===== config.mk =====
export PLATFORM = sky130hd
export DESIGN_NAME = mm_step_sequencer
export DESIGN_NICKNAME = d
export VERILOG_FILES = /design/src/rtl/mm_seq_pkg.sv /design/src/rtl/mm_step_sequencer.sv
export SDC_FILE = /design/constraint.sdc
export NUM_CORES = 1
export LEC_CHECK = 0
export BUFFER_PORTS_ARGS = -buffer_cell sky130_fd_sc_hd__buf_2
export CAP_MARGIN = 20
export CORE_ASPECT_RATIO = 1.4
export CORE_UTILIZATION = 35
export DETAILED_ROUTE_END_ITERATION = 6
export HOLD_SLACK_MARGIN = 0.15
export PLACE_DENSITY = 0.6
export SYNTH_ARGS = -nofsm -noshare
export SYNTH_HDL_FRONTEND = slang
export SYNTH_SLANG_ARGS = --single-unit

===== constraint.sdc =====
create_clock -name clk -period 1.9 [get_ports clk]
set_input_delay 0.475 -clock clk [delete_from_list [all_inputs] [get_ports clk]]
set_output_delay 0.475 -clock clk [all_outputs]
set_load 0.02 [all_outputs]

===== src/rtl/mm_seq_pkg.sv =====
// mm_seq_pkg: shared step-code width, "no step" code and sequencer state type
package mm_seq_pkg;
  localparam int STEP_W = 4;
  localparam logic [STEP_W-1:0] STEP_NONE = 4'd0;
  typedef enum logic [1:0] {IDLE, RUN, HOLD, DONE} seq_state_e;
endpackage


===== src/rtl/mm_step_sequencer.sv =====
// mm_step_sequencer: step/pass sequencer for the matmul datapath; ports clk, rst_n(async low), start, stall, abort -> step_code, iter_idx, busy, done; MM_SEQ_SINGLE_STEP_EN adds dbg_mode, dbg_step
module mm_step_sequencer
  import mm_seq_pkg::*;
#(
  parameter int NUM_STEPS = 15,
  parameter int NUM_ITERS = 4,
  parameter int ITER_W = 8
) (
  input  logic              clk,
  input  logic              rst_n,
  input  logic              start,
  input  logic              stall,
  input  logic              abort,
`ifdef MM_SEQ_SINGLE_STEP_EN
  input  logic              dbg_mode,
  input  logic              dbg_step,
`endif
  output logic [STEP_W-1:0] step_code,
  output logic [ITER_W-1:0] iter_idx,
  output logic              busy,
  output logic              done
);
  seq_state_e state, state_n;
  logic [STEP_W-1:0] step_q, step_n;
  logic [ITER_W-1:0] iter_n;
  logic hold_req, last_step, last_iter;
`ifdef MM_SEQ_SINGLE_STEP_EN
  assign hold_req = stall | (dbg_mode & ~dbg_step);
`else
  assign hold_req = stall;
`endif
  assign last_step = step_q == STEP_W'(NUM_STEPS);
  assign last_iter = iter_idx == ITER_W'(NUM_ITERS - 1);
  always_comb begin
    state_n = state;
    step_n = step_q;
    iter_n = iter_idx;
    case (state)
      IDLE: if (start) begin
        state_n = RUN;
        step_n = 4'd1;
        iter_n = '0;
      end
      RUN: begin
        step_n = last_step ? 4'd1 : step_q + 4'd1;
        iter_n = last_step ? (last_iter ? '0 : iter_idx + ITER_W'(1)) : iter_idx;
        state_n = (last_step && last_iter) ? DONE : hold_req ? HOLD : RUN;
      end
      HOLD: state_n = hold_req ? HOLD : RUN;
      DONE: state_n = IDLE;
      default: state_n = IDLE;
    endcase
    if (abort) begin
      state_n = IDLE;
      step_n = 4'd1;
      iter_n = '0;
    end
  end
  always_ff @(posedge clk or negedge rst_n)
    if (!rst_n) begin
      state <= IDLE;
      step_q <= 4'd1;
      step_code <= STEP_NONE;
      iter_idx <= '0;
      busy <= 1'b0;
      done <= 1'b0;
    end else begin
      state <= state_n;
      step_q <= step_n;
      step_code <= (state_n == RUN) ? step_n : STEP_NONE;
      iter_idx <= iter_n;
      busy <= (state_n == RUN) || (state_n == HOLD);
      done <= state_n == DONE;
    end
endmodule

==> results of run 1 <==
repair_timing:
| item | 4_1_cts | 5_1_grt |
|---|---|---|
| hold buffers | 1 | 0 |
| hold endpoints to repair | 19 | 0 |
| pin swaps | 0 | 3 |
| resized for setup | 1 | 3 |
| endpoints found under the setup margin | 3 | 4 |
| buffers inserted | 0 | 2 |
area by class of cell:
cell class / count / area [sq um]
inverters: 3 / 11.3
multi-input cells: 71 / 485
well taps: 36 / 45.0
fillers: 271 / 1390
clock buffers: 4 / 36.3
flip-flops and latches: 20 / 502
repair buffers: 32 / 198
report_power, final:
| part | leakage (nW) | switching (mW) | internal (mW) |
|---|---|---|---|
| clock network | 0.0210 | 0.128 | 0.117 |
| registers | 0.271 | 0.0163 | 0.444 |
| logic | 0.342 | 0.0748 | 0.0597 |
final timing paths:
| check | slack, ps | cells after the start | startpoint | endpoint |
|---|---|---|---|---|
| setup / recovery | 90 | 6 | step_q[0]$_DFF_PN1_ | step_code[1]$_DFF_PN0_ |
| min in group asynchronous | 640 | 2 | rst_n | iter_idx[6]$_DFFE_PN0P_ |
| hold reg to reg | 540 | 1 | iter_idx[7]$_DFFE_PN0P_ | iter_idx[7]$_DFFE_PN0P_ |
| max in group asynchronous | 930 | 2 | rst_n | step_q[0]$_DFF_PN1_ |
| setup reg to reg | 90 | 6 | step_q[0]$_DFF_PN1_ | step_code[1]$_DFF_PN0_ |
| hold / removal | 520 | 3 | abort | step_q[2]$_DFF_PN0_ |
state kept, by name, indices dropped and copies added (netlist names):
signal	flops
busy	1
done	1
iter_idx	8
state	2
step_code	4
step_q	4
cells by family (layout without fill, tap and decap cells):
logic type	count (synthesis)	in the layout	synth area share, %
and+or+nand+nor	38	38	21.3
buffers and inverters	6	39	3.13
AOI/OAI and AO/OA	27	27	18.3
DFF	20	20	50.3
adders and majority gates	5	5	6.02
muxes	1	1	1.00
cell usage in the layout (no fill, tap or decap), drive strengths merged:
cell         count
a211o            1
a211oi           1
a21o             1
a21oi            3
a221o            1
a22oi            1
a311oi           1
a31oi           11
and2             4
and2b            1
and3             6
buf             31
clkbuf           4
dfrtp           19
dfstp            1
dlygate4sd3      1
ha               4
inv              3
maj3             1
mux2i            1
nand2            4
nand2b           2
nand3            4
nand4            2
nor2             6
nor2b            2
nor3             2
nor3b            1
nor4             1
o21ai            5
o21bai           1
o2bb2ai          1
or2b             2
or3b             1
worst min-delay path, stage by stage:
cell,delay [ps]
sky130_fd_sc_hd__buf_2,90
sky130_fd_sc_hd__buf_4,160
sky130_fd_sc_hd__a21oi_1,60
routing by layer:
layer	wire length, um	vias up
met1	890	432
met3	61	6
met4	65	0
met5	0	-
li1	-	427
met2	1150	22
==> Flow_metrics.wiki, run 1 <==
{| class="wikitable"
! Metric !! Value
|-
| Grt total ovfl || 0
|-
| Data arrival time of the critical path || 2060 ps
|-
| Largest net degree at the start of global routing || 21
|-
| Floorplan row count || 22
|-
| Post-detailed-route wirelength per cell || about 13 um
|-
| Netlist cell types || 35
|-
| Pre-CTS worst setup slack || 33.0 ps
|-
| # setup viols final || 0
|-
| CTS tree || yes
|-
| Post-synthesis instance area || 998 sq um
|-
| First-pass GRT wire length || 3.44 mm
|-
| GRT met2 Usage || around a quarter
|-
| Count of buffers from port buffering || 18
|-
| Worst Hold Class || input port to flip-flop
|-
| Final core occ || 47.8%
|-
| DRC Markers || 0
|-
| Maximum net fanout on the critical path || 4
|-
| Buffer and inverter count on the worst path || 0
|-
| Minimum setup slack in the final design || 87.0 ps
|-
| Post-route ant nets || 0
|-
| Cells taking the most area after synthesis || sky130_fd_sc_hd__dfrtp_1, sky130_fd_sc_hd__a31oi_1, sky130_fd_sc_hd__ha_1
|-
| Outcome || finished, final reports clean
|-
| Antenna diode count || 0
|-
| Standard cell core area || 2670 sq um
|-
| Initial core utilization || 37.4%
|-
| Net Count, Synth || about 110
|-
| Clock Tree Buf Depth || 2
|-
| Number of failing hold endpoints at the final stage || 0
|-
| Max Clock Freq || 552 MHz
|-
| CTS sink cnt || 20
|-
| Post-route standard cell area excluding fillers || 1280 sq um
|-
| Pleak || 0.634 nW
|-
| Routability Congestion || 0.820
|-
| Power per cell area || between 600 and 700 nW/um^2
|-
| Number of synthesized flops with an enable pin || 0
|-
| Dpl cell area || 1200 sq um
|-
| Post-Synthesis Mean Instance Area || 10.3 sq um
|-
| Synth top cells by count || sky130_fd_sc_hd__dfrtp_1, sky130_fd_sc_hd__a31oi_1, sky130_fd_sc_hd__and3_1, sky130_fd_sc_hd__nor2_1
|-
| Maximum ir drop on the vdd rail || 0.000371 V
|-
| Count of routing violations after the opening detailed-route iteration || 18
|-
| Post-DR vias/cell || between 5 and 6
|-
| TritonCTS Buffers || 3
|-
| Shortest clock period the worst path allows after layout || 1810 ps
|-
| H-tree levels || 1
|-
| Family of cells with the greatest summed delay on the critical path || flip-flops
|-
| Ys flop type || sky130_fd_sc_hd__dfrtp_1
|-
| Kind of critical path || flip-flop to flip-flop
|-
| Area Growth Syn to Fin || 27.9%
|-
| Final Net Count || 140
|-
| Mapped Cells || just under 100
|-
| Cell count after placement || about 160
|-
| DR vias || between 800 and 900
|-
| Cell with the most instances after synthesis || sky130_fd_sc_hd__dfrtp_1
|-
| Proportion of netlist area held by the largest area contributor || a little under half
|-
| Worst-path cell chain || ha_4, and3_1, nand4_1, a211oi_2, ha_2, and2_1
|-
| Cell type of the slowest stage on the worst timing path || sky130_fd_sc_hd__dfstp_2
|-
| Data required, critical path || 2140 ps
|-
| Final wirelength || 2.17 mm
|-
| Cell at the root of the clock tree || sky130_fd_sc_hd__clkbuf_4
|-
| DP HPWL || 1.54 mm
|-
| Die extent in x || around 47 um
|-
| Capturing element type of the critical path || flip-flop
|-
| Pin slew with the least headroom to its limit || 450 ps
|-
| Height of the chip || approximately 65 um
|-
| Worst Setup Start Kind || flip-flop
|-
| Post-synth top area cell || sky130_fd_sc_hd__dfrtp_1
|-
| Pins over their slew limit || 0
|-
| Sequential share of the synthesized area || 50.3%
|-
| Clock slew at the register clock pins of the worst setup and hold paths || 110 ps
|-
| Routing usage on met1 || 18.7%
|-
| Synth async-reset ratio || 100%
|-
| Post-route clock period utilization || 95.4%
|-
| Grt met3 use || between 1.5 and 2%
|-
| Yosys synthesis warning count || 0
|-
| Worst relative slew slack || 70.0%
|-
| DIE AREA || 3070 sq um
|-
| Busiest metal layer after global routing || met2
|-
| Io pins || 19
|-
| Vias in the first global route || roughly 800
|-
| Total power of the final layout || approximately 0.84 mW
|-
| Clock Skews || 6.79 ps
|-
| Worst-Skew Late Latency || about 300 ps
|-
| Global-route usage over all layers || 15.7%
|-
| Worst hold slack across all endpoints || approximately 520 ps
|-
| Max incr delay on CP || 590 ps
|-
| Synthesis-stage register bit count || 20
|-
| Max-cap violations || 0
|-
| Non-filler cells, final || around 170
|-
| 1st-pass router iterations || 4
|-
| Share of layout cells above drive strength 1 || 31.5%
|-
| Setup Total Neg Slack || 0 ps
|-
| Number of antenna violations at the first check in global routing || 0
|}
(Power assumes the default switching activity.)
==> inputs of run 2 (changes only) <==
- CELL_PAD_IN_SITES_DETAIL_PLACEMENT: not set -> 1
- CELL_PAD_IN_SITES_GLOBAL_PLACEMENT: not set -> 1
- CTS_BUF_LIST: not set -> sky130_fd_sc_hd__clkbuf_8
- PLACE_DENSITY: 0.6 -> 0.72
==> run 2 against run 1 <==
  * Sequential share of layout area fell by 0.75 points
  * Worst hold slack worse by 360 ps
  * First-iteration DRC count is 50% lower
  * Register-to-register slack worse by 30 ps
  * Clock-buffer cell count stayed put
  * Fmax shrank 1.4%
==> Flow_metrics.wiki, run 2 (synthesis results as in run 1) <==
{| class="wikitable"
! Metric !! Value
|-
| Grt total ovfl || 0 (unchanged)
|-
| Global-route usage over all layers || 19.0% (+3.4 points)
|-
| 1st-pass router iterations || 3 (-1)
|-
| Minimum setup slack in the final design || 61.7 ps (-25.3 ps)
|-
| Non-filler cells, final || 165 (-0.60%)
|-
| H-tree levels || 1 (unchanged)
|-
| Startpoint of the most critical setup path || step_q[0]$_DFF_PN1_
|-
| Final Net Count || 139 (-0.71%)
|-
| DRC Markers || 0 (unchanged)
|-
| DP HPWL || 1.88 mm (+22%)
|-
| Cell count after placement || 160 (+0.63%)
|-
| Pin slew with the least headroom to its limit || 472 ps (+21.7 ps)
|-
| Post-route ant nets || 0 (unchanged)
|-
| Worst-Skew Late Latency || 250 ps (-50 ps)
|-
| Kind of critical path || flip-flop to flip-flop
|-
| Shortest clock period the worst path allows after layout || 1840 ps (+25.3 ps)
|-
| Area Growth Syn to Fin || 30.5%
|-
| Count of routing violations after the opening detailed-route iteration || 9 (-9)
|-
| Share of layout cells above drive strength 1 || 34.9% (+3.3 points)
|-
| Io pins || 19 (unchanged)
|-
| CTS tree || yes
|-
| DIE AREA || 3070 sq um (unchanged)
|-
| Worst relative slew slack || 68.6% (-1.4 points)
|-
| Outcome || finished, final reports clean
|-
| Cell at the root of the clock tree || sky130_fd_sc_hd__clkbuf_8
|-
| Storage element area || 502 sq um (unchanged)
|-
| Area of combinational cells with multiple inputs || 502 sq um (+3.4%)
|-
| Initial core utilization || 37.4% (unchanged)
|-
| Antenna diode count || 0 (unchanged)
|-
| Final wirelength || 2.51 mm (+16%)
|-
| Internal reg-to-reg setup slack || 60 ps (-30 ps)
|-
| Fillers || 325 (+20%)
|-
| Maximum net fanout on the critical path || 5 (+1)
|-
| Data arrival time of the critical path || 2040 ps (-20 ps)
|-
| Max Clock Freq || 544 MHz (-1.4%)
|-
| Power per cell area || 705 nW/um^2 (+7.3%)
|-
| # setup viols final || 0 (unchanged)
|-
| Setup Total Neg Slack || 0 ps (unchanged)
|-
| RSZ-0062 raised after global routing || yes
|-
| Total of hold buffers inserted after clock tree synthesis || 0 (-1)
|-
| Worst Setup Start Kind || flip-flop
|-
| Data required, critical path || 2100 ps (-40 ps)
|-
| Pins over their slew limit || 0 (unchanged)
|-
| Post-route clock period utilization || 96.8% (+1.3 points)
|-
| Standard cell core area || 2670 sq um (unchanged)
|-
| First-pass GRT wire length || 4.19 mm (+22%)
|-
| Post-detailed-route wirelength per cell || 15.2 um (+16%)
|-
| Reg with most FFs || iter_idx
|-
| DR vias || 887 (unchanged)
|-
| Capturing element type of the critical path || flip-flop
|-
| Endpoint of the lowest-slack register-to-register path || step_code[2]$_DFF_PN0_
|-
| Family of cells with the greatest summed delay on the critical path || flip-flops
|-
| Cell type of the slowest stage on the worst timing path || sky130_fd_sc_hd__dfstp_2
|-
| Routability Congestion || 0.834 (+1.6%)
|-
| Commonest non-fill, non-tap cell in the layout || sky130_fd_sc_hd__dfrtp_1
|-
| Post-DR vias/cell || 5.38 (+0.61%)
|-
| Clock Skews || 2.12 ps (-4.68 ps)
|-
| Max incr delay on CP || 590 ps (about the same)
|-
| Clock Tree Buf Depth || 2 (unchanged)
|-
| Max-cap violations || 0 (unchanged)
|-
| Largest register FFs || 8 (unchanged)
|-
| Count of buffers from port buffering || 18 (unchanged)
|-
| TritonCTS Buffers || 3 (unchanged)
|-
| Total power of the final layout || 0.918 mW (+9.4%)
|-
| Worst-path cell chain || ha_4, and3_4, nand4_1, a211oi_2, ha_2, and2_4
|-
| Vias in the first global route || 942 (+17%)
|-
| Largest net degree at the start of global routing || 21 (unchanged)
|-
| Number of failing hold endpoints at the final stage || 0 (unchanged)
|-
| Pre-CTS worst setup slack || 30.0 ps (-3.03 ps)
|-
| Die extent in x || 47.1 um (unchanged)
|-
| Floorplan row count || 22 (unchanged)
|-
| Number of antenna violations at the first check in global routing || 0 (unchanged)
|-
| Worst Hold Class || input port to async pin
|-
| Buffer and inverter count on the worst path || 0 (unchanged)
|-
| Final core occ || 48.8% (+0.94 points)
|-
| Largest registers in the final layout || iter_idx x8, step_code x4, step_q x4
|-
| Clock slew at the register clock pins of the worst setup and hold paths || 70 ps (-40 ps)
|-
| Commonest non-fill, non-tap cells in the layout || sky130_fd_sc_hd__dfrtp_1, sky130_fd_sc_hd__buf_2, sky130_fd_sc_hd__buf_4
|-
| CTS sink cnt || 20 (unchanged)
|-
| Pleak || 0.641 nW (+1.1%)
|-
| Startpoint of the worst register-to-register path || step_q[0]$_DFF_PN1_
|-
| Height of the chip || 65.2 um (unchanged)
|-
| Maximum ir drop on the vdd rail || 0.000553 V (+49%)
|-
| Worst r2r path cells || 6 (unchanged)
|}
## run 2: worst max-delay path by stage
stage	endpoint	slack, ps	cells after the start
after global routing	step_code[1]$_DFF_PN0_	-50	6
after global placement	step_code[2]$_DFF_PN0_	110	6
after floorplan	step_code[3]$_DFF_PN0_	90	5
after CTS	step_code[2]$_DFF_PN0_	60	6
after detailed placement	step_code[2]$_DFF_PN0_	30	6
final	step_code[2]$_DFF_PN0_	60	6
## run 2: worst reg2reg max path, cell delays in order, from the launching register on
cell and delay [ps]:
sky130_fd_sc_hd__dfstp_2 590, sky130_fd_sc_hd__ha_4 140, sky130_fd_sc_hd__and3_4 180, sky130_fd_sc_hd__nand4_1 180, sky130_fd_sc_hd__a211oi_2 300, sky130_fd_sc_hd__ha_2 250, sky130_fd_sc_hd__and2_4 140
## run 2: stage by stage
step,cell area (sq um),hold slack [ps]
after global placement,1200,443
after CTS,1260,179
final,1300,165
after floorplan,998,179
after detailed placement,1200,457
after global routing,1300,200
## run 2: layout make-up
class	count	area share (%)
sequential	20	38.5
multi-input combinational	71	38.5
timing repair buffer	31	14.4
clock buffer	4	4.23
tap	36	3.46
inverter	3	0.865
## run 2: power breakdown
group          internal, mW  leakage (nW)  switching (mW)  total, mW
Sequential            0.444         0.271          0.0172      0.461
Clock                 0.184        0.0288           0.138      0.322
Combinational        0.0582         0.341          0.0769      0.135
Total                 0.686         0.641           0.232      0.918
## run 2: routing by layer
layer	global-route usage [%]	up-vias	part of all wire, %
met1	19.6	456	38
met3	2.47	2	1.3
met4	5.36	0	0.68
met2	37.0	9	60
li1	-	420	-
met5	0	-	0
## run 2: repair_timing
action / CTS / global route
buffers inserted: 0 / 1
endpoints found under the hold margin: 0 / 0
cloned: 0 / 0
setup endpoints to repair: 1 / 4
pin swaps: 0 / 4
resized for setup: 1 / 7
